--- src/rtl/gci_irq_pkg.sv ---
// Shared constants for the GCI node interrupt requester:
// FSM state encodings and register widths.
package gci_irq_pkg;

    localparam logic [1:0] ST_IDLE    = 2'd0;
    localparam logic [1:0] ST_REQ     = 2'd1;
    localparam logic [1:0] ST_SERVICE = 2'd2;

    localparam int PRIO_W = 8;
    localparam int LOST_W = 8;

endpackage

--- src/rtl/gci_sat_counter.sv ---
// Saturating up-counter with asynchronous active-low reset;
// sticks at all ones once reached.
module gci_sat_counter #(
    parameter int W = 8
) (
    input  logic         clk_i,
    input  logic         rst_ni,
    input  logic         inc_i,
    output logic [W-1:0] cnt_o
);

    logic [W-1:0] cnt_q;
    logic [W-1:0] cnt_d;

    always_comb begin
        cnt_d = cnt_q;
        if (inc_i && (cnt_q != {W{1'b1}})) begin
            cnt_d = cnt_q + 1'b1;
        end
    end

    always_ff @(posedge clk_i or negedge rst_ni) begin
        if (!rst_ni) begin
            cnt_q <= '0;
        end else begin
            cnt_q <= cnt_d;
        end
    end

    assign cnt_o = cnt_q;

endmodule

--- src/rtl/gci_node_irq_req.sv ---
// Node-side interrupt requester: sticky pending events, level IRQ
// toward the aggregator, cause capture on ACK, priority and lost count.
module gci_node_irq_req
    import gci_irq_pkg::*;
#(
    parameter int                P_EVENTS        = 4,
    parameter logic [PRIO_W-1:0] P_PRIORITY_INIT = 8'h00
) (
    input  logic                iCLOCK,
    input  logic                inRESET,
    input  logic [P_EVENTS-1:0] iEVENT,
    input  logic [P_EVENTS-1:0] iEVENT_MASK,
    input  logic                iPRIORITY_SET_REQ,
    input  logic [PRIO_W-1:0]   iPRIORITY_SET_DATA,
    output logic [PRIO_W-1:0]   oNODEINFO_PRIORITY,
    input  logic                iIRQ_BUSY,
    output logic                oIRQ,
    input  logic                iACK,
    output logic                oCAUSE_VALID,
    output logic [P_EVENTS-1:0] oCAUSE,
    input  logic                iCAUSE_CLEAR,
    output logic [LOST_W-1:0]   oLOST_COUNT
);

    logic [1:0]          state_q, state_d;
    logic [P_EVENTS-1:0] pend_q, pend_d;
    logic [P_EVENTS-1:0] cause_q, cause_d;
    logic                cv_q, cv_d;
    logic [PRIO_W-1:0]   prio_q, prio_d;

    logic                ack_ok;
    logic                clr_ok;
    logic [P_EVENTS-1:0] ev_en;
    logic [P_EVENTS-1:0] clr_mask;
    logic                lost_hit;

    assign ack_ok   = (state_q == ST_REQ) && iACK;
    assign clr_ok   = (state_q == ST_SERVICE) && iCAUSE_CLEAR;
    assign ev_en    = iEVENT & iEVENT_MASK;
    assign clr_mask = {P_EVENTS{ack_ok}};
    assign pend_d   = (pend_q & ~clr_mask) | ev_en;

    // Events arriving with an accepted ACK land in a freshly cleared pend.
    assign lost_hit = |(ev_en & pend_q & ~clr_mask);

    always_comb begin
        state_d = state_q;
        cause_d = cause_q;
        cv_d    = cv_q;
        unique case (state_q)
            ST_IDLE: begin
                if ((pend_q != '0) && !iIRQ_BUSY && !cv_q) begin
                    state_d = ST_REQ;
                end
            end
            ST_REQ: begin
                if (ack_ok) begin
                    state_d = ST_SERVICE;
                    cause_d = pend_q;
                    cv_d    = 1'b1;
                end
            end
            ST_SERVICE: begin
                if (clr_ok) begin
                    state_d = ST_IDLE;
                    cv_d    = 1'b0;
                end
            end
            default: state_d = ST_IDLE;
        endcase
    end

    assign prio_d = iPRIORITY_SET_REQ ? iPRIORITY_SET_DATA : prio_q;

    always_ff @(posedge iCLOCK or negedge inRESET) begin
        if (!inRESET) begin
            state_q <= ST_IDLE;
            pend_q  <= '0;
            cause_q <= '0;
            cv_q    <= 1'b0;
            prio_q  <= P_PRIORITY_INIT;
        end else begin
            state_q <= state_d;
            pend_q  <= pend_d;
            cause_q <= cause_d;
            cv_q    <= cv_d;
            prio_q  <= prio_d;
        end
    end

    gci_sat_counter #(
        .W(LOST_W)
    ) u_lost (
        .clk_i  (iCLOCK),
        .rst_ni (inRESET),
        .inc_i  (lost_hit),
        .cnt_o  (oLOST_COUNT)
    );

    assign oIRQ               = (state_q == ST_REQ);
    assign oCAUSE_VALID       = cv_q;
    assign oCAUSE             = cause_q;
    assign oNODEINFO_PRIORITY = prio_q;

endmodule

--- config.mk ---
export PLATFORM = sky130hd
export DESIGN_NAME = gci_node_irq_req
export DESIGN_NICKNAME = d
export VERILOG_FILES = /design/src/rtl/gci_irq_pkg.sv /design/src/rtl/gci_sat_counter.sv /design/src/rtl/gci_node_irq_req.sv
export SDC_FILE = /design/constraint.sdc
export NUM_CORES = 1
export LEC_CHECK = 0
export CAP_MARGIN = 20
export CORE_MARGIN = 10
export CORE_UTILIZATION = 46
export DETAILED_ROUTE_END_ITERATION = 8
export PLACE_DENSITY = 0.83
export SYNTH_ARGS = -nofsm -noshare
export SYNTH_HDL_FRONTEND = slang
export SYNTH_SLANG_ARGS = --single-unit
--- constraint.sdc ---
create_clock -name iCLOCK -period 2.7 [get_ports iCLOCK]
set_input_delay 0.27 -clock iCLOCK [delete_from_list [all_inputs] [get_ports iCLOCK]]
set_output_delay 0.27 -clock iCLOCK [all_outputs]
set_load 0.01 [all_outputs]
==> results of run 1 <==
[layout make-up]
class                   count  area, sq um
fillers                   189          790
flip-flops and latches     27          676
multi-input cells          57          475
repair buffers             44          438
well taps                  30         37.5
clock buffers               3         22.5
inverters                   3         11.3
clock inverters             1         5.00
[state kept, by name (all words and copies together) (netlist names)]
| signal | count |
|---|---|
| u_lost.cnt_o | 8 |
| oNODEINFO_PRIORITY | 8 |
| oCAUSE | 4 |
| oCAUSE_VALID | 1 |
| state_q | 2 |
| pend_q | 4 |
[routing by layer]
metal | up-vias | share of wire
li1 | 412 | -
met2 | 28 | 0.50
met5 | - | 0
met4 | 0 | 0.014
met1 | 411 | 0.40
met3 | 6 | 0.090
[Yosys cell counts]
master / n
nand2_4: 1
nand4_1: 2
mux2_2: 12
mux2i_1: 1
and3_4: 1
a21oi_1: 2
inv_1: 3
nand3_1: 4
nor2b_1: 1
o21ai_0: 2
and3_2: 1
nand3b_2: 1
dfrtp_1: 27
o41a_4: 1
nand3_2: 1
and4_1: 1
nor2_1: 4
nand2_1: 4
mux2_4: 2
and3_1: 3
xnor2_1: 4
ha_1: 1
a22o_2: 1
nor4_1: 2
a22o_1: 3
a41oi_1: 1
a31oi_1: 1
clkbuf_1: 1
[per-stage QoR]
step           cell area, sq um  instances
2_1_floorplan              1170         88
5_1_grt                    1670        165
3_3_place_gp               1640        161
3_5_place_dp               1640        161
6_report                   1670        165
4_1_cts                    1670        165
[final timing paths]
check / end / slack [ns] / cells after the start
max: u_lost.cnt_o[1] / 0.89 / 5
max in group asynchronous: u_lost.cnt_o[5] / 2.16 / 2
min: pend_q[1] / 0.28 / 2
min reg2reg: state_q[0] / 0.51 / 1
min in group iCLOCK: state_q[0] / 0.51 / 1
max reg2reg: u_lost.cnt_o[1] / 0.89 / 5
[cell usage in the layout, fill, tap and decap left out]
cell type	synthesis	routed
nor2_1	4	4
nand2_1	4	4
o21ai_0	2	2
mux2i_1	1	1
mux2_2	12	12
a22o_1	3	3
a22o_2	1	1
clkinv_2	0	1
o41a_4	1	1
buf_4	0	1
xnor2_1	4	4
nand3_2	1	1
clkdlybuf4s50_1	0	43
a41oi_1	1	1
and3_4	1	1
nor2b_1	1	1
and3_2	1	1
nand2_4	1	1
nand3_1	4	4
inv_1	3	3
a31oi_1	1	1
nand3b_2	1	1
mux2_4	2	2
a21oi_1	2	2
nor4_1	2	2
ha_1	1	1
nand4_1	2	2
and3_1	3	3
clkbuf_4	0	3
dfrtp_1	27	27
and4_1	1	1
[report_power, final]
group	switching (W)	total [W]	internal, W
clock network	0.000121	0.000177	0.0000557
logic	0.000221	0.000590	0.000369
registers	0.000143	0.000681	0.000538
[worst reg2reg max path: cells and delay by family, from the launching register on]
| family | cells | cell delay [ns] |
|---|---|---|
| simple gates | 3 | 0.76 |
| flops | 1 | 0.45 |
| mux | 1 | 0.30 |
| fa+ha+maj | 1 | 0.22 |
[cell families (layout without fill, tap and decap cells)]
family	Yosys count	after routing
buffers and inverters	4	51
AOI/OAI and AO/OA	11	11
and+or+nand+nor	26	26
adders and majority gates	1	1
DFF	27	27
muxes	15	15
xor gates and xnor gates	4	4
==> impl_metrics.env, run 1 <==
export IMPL_vias=857
export IMPL_cts_repair_resized=0
export IMPL_nNetsFinal=159
export IMPL_tightest_slew_ns=0.350
export IMPL_antenna_found_initial=0
export IMPL_place_gp_congestion=0.784
export IMPL_syn_inst=88
export IMPL_crit_family="simple AND/OR/NAND/NOR gates"
export IMPL_syn_to_final_growth_pct=42.8
export IMPL_hp_class="input pin to async pin"
export IMPL_final_period_utilization=0.671
export IMPL_setup_viol=0
export IMPL_cp_slowest_cell="dfrtp_1"
export IMPL_setup_slack_ns=0.888
export IMPL_via_per_inst=5.19
export IMPL_ys_seq_elements=27
export IMPL_clock_skew_ns=0.00483
export IMPL_rsz0062_at_grt="false"
export IMPL_cts_buffer_depth=2
export IMPL_hpwl_microns=2250
export IMPL_io_buffers=43
export IMPL_gr_usage_all_layers=0.120
export IMPL_cts_sinks=27
export IMPL_path_cells="ha_1, and4_1, nand4_1, nand2_4, mux2_4"
export IMPL_first_pass_iters=4
export IMPL_cts_tree="built"
export IMPL_synth_fp_nets=111
export IMPL_syn_area_per_cell_sq_um=13.3
export IMPL_die_area_sq_mm=0.00495
export IMPL_hold_ws_ns=0.283
export IMPL_clk_pin_slew_worst_paths_ns=0.15
export IMPL_final_hold_viol_count=0
export IMPL_fp_coreArea_sq_mm=0.00245
export IMPL_drive_gt1_frac=0.193
export IMPL_start_util=0.475
export IMPL_max_stage_delay_ns=0.45
export IMPL_synth_mux_area_frac=0.150
export IMPL_numCtsBuffers=3
export IMPL_cp_num_buf_inv=0
export IMPL_fin_crit_ns=1.81
export IMPL_wl_per_cell_microns=17.3
export IMPL_synth_area_sq_mm=0.00117
export IMPL_grt_overflow=0
export IMPL_busiest_layer="met2"
export IMPL_worstPathRequired_ns=2.93
export IMPL_grt_use_met2=0.194
export IMPL_synth_area_leader_cell="dfrtp_1"
export IMPL_synth_area_leaders="dfrtp_1 (58%), mux2_2 (12%), xnor2_1 (3.0%)"
export IMPL_critPathLaunch="u_lost.cnt_o[0]"
export IMPL_place_ws_ns=0.748
export IMPL_ys_types=28
export IMPL_crit_fanout=5
export IMPL_fmax_mhz=552
export IMPL_slew_violations=0
export IMPL_slew_headroom=0.766
export IMPL_cts_setup_buffers=0
export IMPL_power_w=0.00145
export IMPL_ioPinCount=44
export IMPL_crit_type="flop to flop"
export IMPL_cts_root_buf="clkbuf_4"
export IMPL_power_density_mw_per_mm2=870
export IMPL_die_w_microns=70.4
export IMPL_synth_warning_count=0
export IMPL_htree_levels=1
export IMPL_synth_top_area_share=0.579
export IMPL_met1_usage=0.135
export IMPL_grt_pass1_wl_microns=4890
export IMPL_fp_dieH_microns=70.4
export IMPL_finalSetupTns_ns=0
export IMPL_routed_wl_microns=2850
export IMPL_synthSimpleGateAreaFrac=0.137
export IMPL_drcViolationCount=0
export IMPL_setup_worst_path_end_class="flop"
export IMPL_ir_drop_mv=0.605
export IMPL_cp_arrival_ns=2.04
export IMPL_p_leak_nw=0.712
export IMPL_ant_nets=0
export IMPL_status="complete, no violations"
export IMPL_synth_xor_area_frac=0.0300
export IMPL_cap_violations=0
export IMPL_rows=18
export IMPL_insertedDiodeCount=0
export IMPL_start_kind="flop"
export IMPL_grt_max_degree=28
export IMPL_utilization=0.678
export IMPL_grt_pass1_vias=991
export IMPL_synth_adder_area_share=0.0107
export IMPL_synth_compound_area_frac=0.0794
export IMPL_clk_insertion_delay_late_ns=0.33
export IMPL_ys_seq_area_frac=0.579
export IMPL_grt_use_met3=0.0593
export IMPL_synth_top_family_by_area="multiplexers"
export IMPL_cts_hold_buf=0
export IMPL_crit_reg2reg_launch="u_lost.cnt_o[0]"
export IMPL_drtIter0Drc=32
Note: power is estimated with default switching activity, not from simulation.
==> inputs of run 2 (changes only) <==
--- a/config.mk
+++ b/config.mk
@@ -7,9 +7,9 @@
 export LEC_CHECK = 0
 export CAP_MARGIN = 20
 export CORE_MARGIN = 10
-export CORE_UTILIZATION = 46
+export CORE_UTILIZATION = 39
 export DETAILED_ROUTE_END_ITERATION = 8
-export PLACE_DENSITY = 0.83
+export PLACE_DENSITY = 0.75
 export SYNTH_ARGS = -nofsm -noshare
 export SYNTH_HDL_FRONTEND = slang
 export SYNTH_SLANG_ARGS = --single-unit
==> constraint.sdc (replaced) <==
create_clock -name iCLOCK -period 1.45 [get_ports iCLOCK]
set_input_delay 0.145 -clock iCLOCK [delete_from_list [all_inputs] [get_ports iCLOCK]]
set_output_delay 0.145 -clock iCLOCK [all_outputs]
set_load 0.01 [all_outputs]
==> impl_metrics.env, run 2 (synthesis results as in run 1) <==
export IMPL_grt_pass1_vias=1010
export IMPL_r2r_setup_slack_ns=-0.12
export IMPL_numCtsBuffers=3
export IMPL_grt_max_degree=28
export IMPL_drtIter0Drc=36
export IMPL_grt_pass1_wl_microns=5080
export IMPL_fp_dieH_microns=74.7
export IMPL_hold_ws_ns=0.157
export IMPL_fin_crit_ns=1.57
export IMPL_status="finished, violations left"
export IMPL_cts_root_buf="clkbuf_4"
export IMPL_utilization=0.688
export IMPL_clk_insertion_delay_late_ns=0.33
export IMPL_start_util=0.416
export IMPL_cts_buffer_depth=2
export IMPL_routed_wl_microns=3200
export IMPL_tightest_slew_ns=0.349
export IMPL_nNetsFinal=183
export IMPL_rr_endpoint="u_lost.cnt_o[1]"
export IMPL_layout_cells_non_filler=190
export IMPL_crit_reg2reg_launch="pend_q[2]"
export IMPL_io_buffers=43
export IMPL_cp_arrival_ns=1.80
export IMPL_first_pass_iters=4
export IMPL_fp_coreArea_sq_mm=0.00281
export IMPL_dpl_cell_count=174
export IMPL_ir_drop_mv=1.23
export IMPL_ant_nets=0
export IMPL_final_cell_area_sq_mm=0.00193
export IMPL_die_w_microns=74.7
export IMPL_syn_to_final_growth_pct=65.5
export IMPL_drcViolationCount=0
export IMPL_rsz0062_at_grt="true"
export IMPL_violations="negative setup slack"
export IMPL_p_leak_nw=0.919
export IMPL_worstPathRequired_ns=1.68
export IMPL_fmax_mhz=637
export IMPL_place_ws_ns=-0.367
export IMPL_slew_violations=0
export IMPL_hpwl_microns=2300
export IMPL_die_area_sq_mm=0.00558
export IMPL_setup_slack_ns=-0.120
export IMPL_crit_fanout=7
export IMPL_clock_skew_ns=0.0104
export IMPL_cts_hold_buf=0
export IMPL_vias=973
export IMPL_slew_headroom=0.767
export IMPL_crit_type="flop to flop"
export IMPL_place_gp_congestion=0.807
export IMPL_gr_usage_all_layers=0.118
export IMPL_cts_tree="built"
export IMPL_wl_per_cell_microns=16.8
export IMPL_most_common_layout_cells="clkdlybuf4s50_1 (28), dfrtp_1 (24), buf_4 (24), mux2_2 (12), dlymetal6s2s_1 (9)"
export IMPL_power_density_mw_per_mm2=1640
export IMPL_grt_overflow=0
export IMPL_worstRegToRegCells=4
export IMPL_antenna_found_initial=0
export IMPL_cap_violations=0
export IMPL_layout_commonest_cell="clkdlybuf4s50_1"
export IMPL_final_hold_viol_count=0
export IMPL_setup_worst_path_end_class="flop"
export IMPL_drive_gt1_frac=0.365
export IMPL_place_area_sq_mm=0.00173
export IMPL_insertedDiodeCount=0
export IMPL_htree_levels=1
export IMPL_clk_pin_slew_worst_paths_ns=0.15
export IMPL_hp_class="input pin to async pin"
export IMPL_cts_sinks=27
export IMPL_start_kind="flop"
export IMPL_setup_viol=7
export IMPL_rows=19
export IMPL_ioPinCount=44
export IMPL_final_period_utilization=1.08
export IMPL_via_per_inst=5.12
[run 2: changes by cell type in the layout (fill, tap and decap cells not counted), sizes merged]
cell and change:
dlymetal6s2s +9, dlygate4sd2 +6, clkdlybuf4s50 -15, buf +24
[run 2: worst max path at each step]
stage                          from  cells past startpoint  slack (ns)               to
global placement          iEVENT[0]                      5       -0.35  u_lost.cnt_o[6]
finish                    pend_q[2]                      4       -0.12  u_lost.cnt_o[1]
CTS                       pend_q[2]                      4       -0.12  u_lost.cnt_o[6]
global route              pend_q[2]                      4       -0.18  u_lost.cnt_o[6]
floorplan           u_lost.cnt_o[1]                      5       -0.16  u_lost.cnt_o[1]
detailed placement        iEVENT[0]                      5       -0.37  u_lost.cnt_o[6]
[run 2: metrics by stage]
stage          setup TNS [ns]  total power (W)
6_report               -0.479          0.00316
3_5_place_dp            -1.96          0.00260
4_1_cts                -0.410          0.00300
3_3_place_gp            -1.87          0.00255
5_1_grt                 -1.12          0.00341
2_1_floorplan          -0.271          0.00180
[run 2: what timing repair did]
action,CTS,global route
hold endpoints to repair,0,0
endpoints found under the setup margin,16,18
resized for setup,10,15
buffers inserted,8,4
gates cloned,0,0
pin swaps,5,1
[run 2: worst max-delay path: stages (launching register included)]
cell and delay (ns):
dfrtp_1 0.40, and3_4 0.15, o41a_4 0.54, nand2_4 0.09, mux2_4 0.29
[run 2: power by group]
group | switching, W | internal, W
Combinational | 0.000670 | 0.000992
Sequential | 0.000163 | 0.00101
Clock | 0.000226 | 0.000104
[run 2: final cells by class]
class / count / area, sq um
fill: 219 / 876
multi-input combinational: 57 / 536
timing repair buffer: 68 / 637
tap: 31 / 38.8
sequential: 27 / 679
clock buffer: 3 / 22.5
clock inverter: 1 / 5.00
inverter: 3 / 11.3
[run 2: layer usage]
layer  track usage  vias up  part of all wire
met4        0.0252        0            0.0059
met5             0        -                 0
met2         0.187       25              0.51
met3        0.0552        2             0.068
li1              -      464                 -
met1         0.144      482              0.42
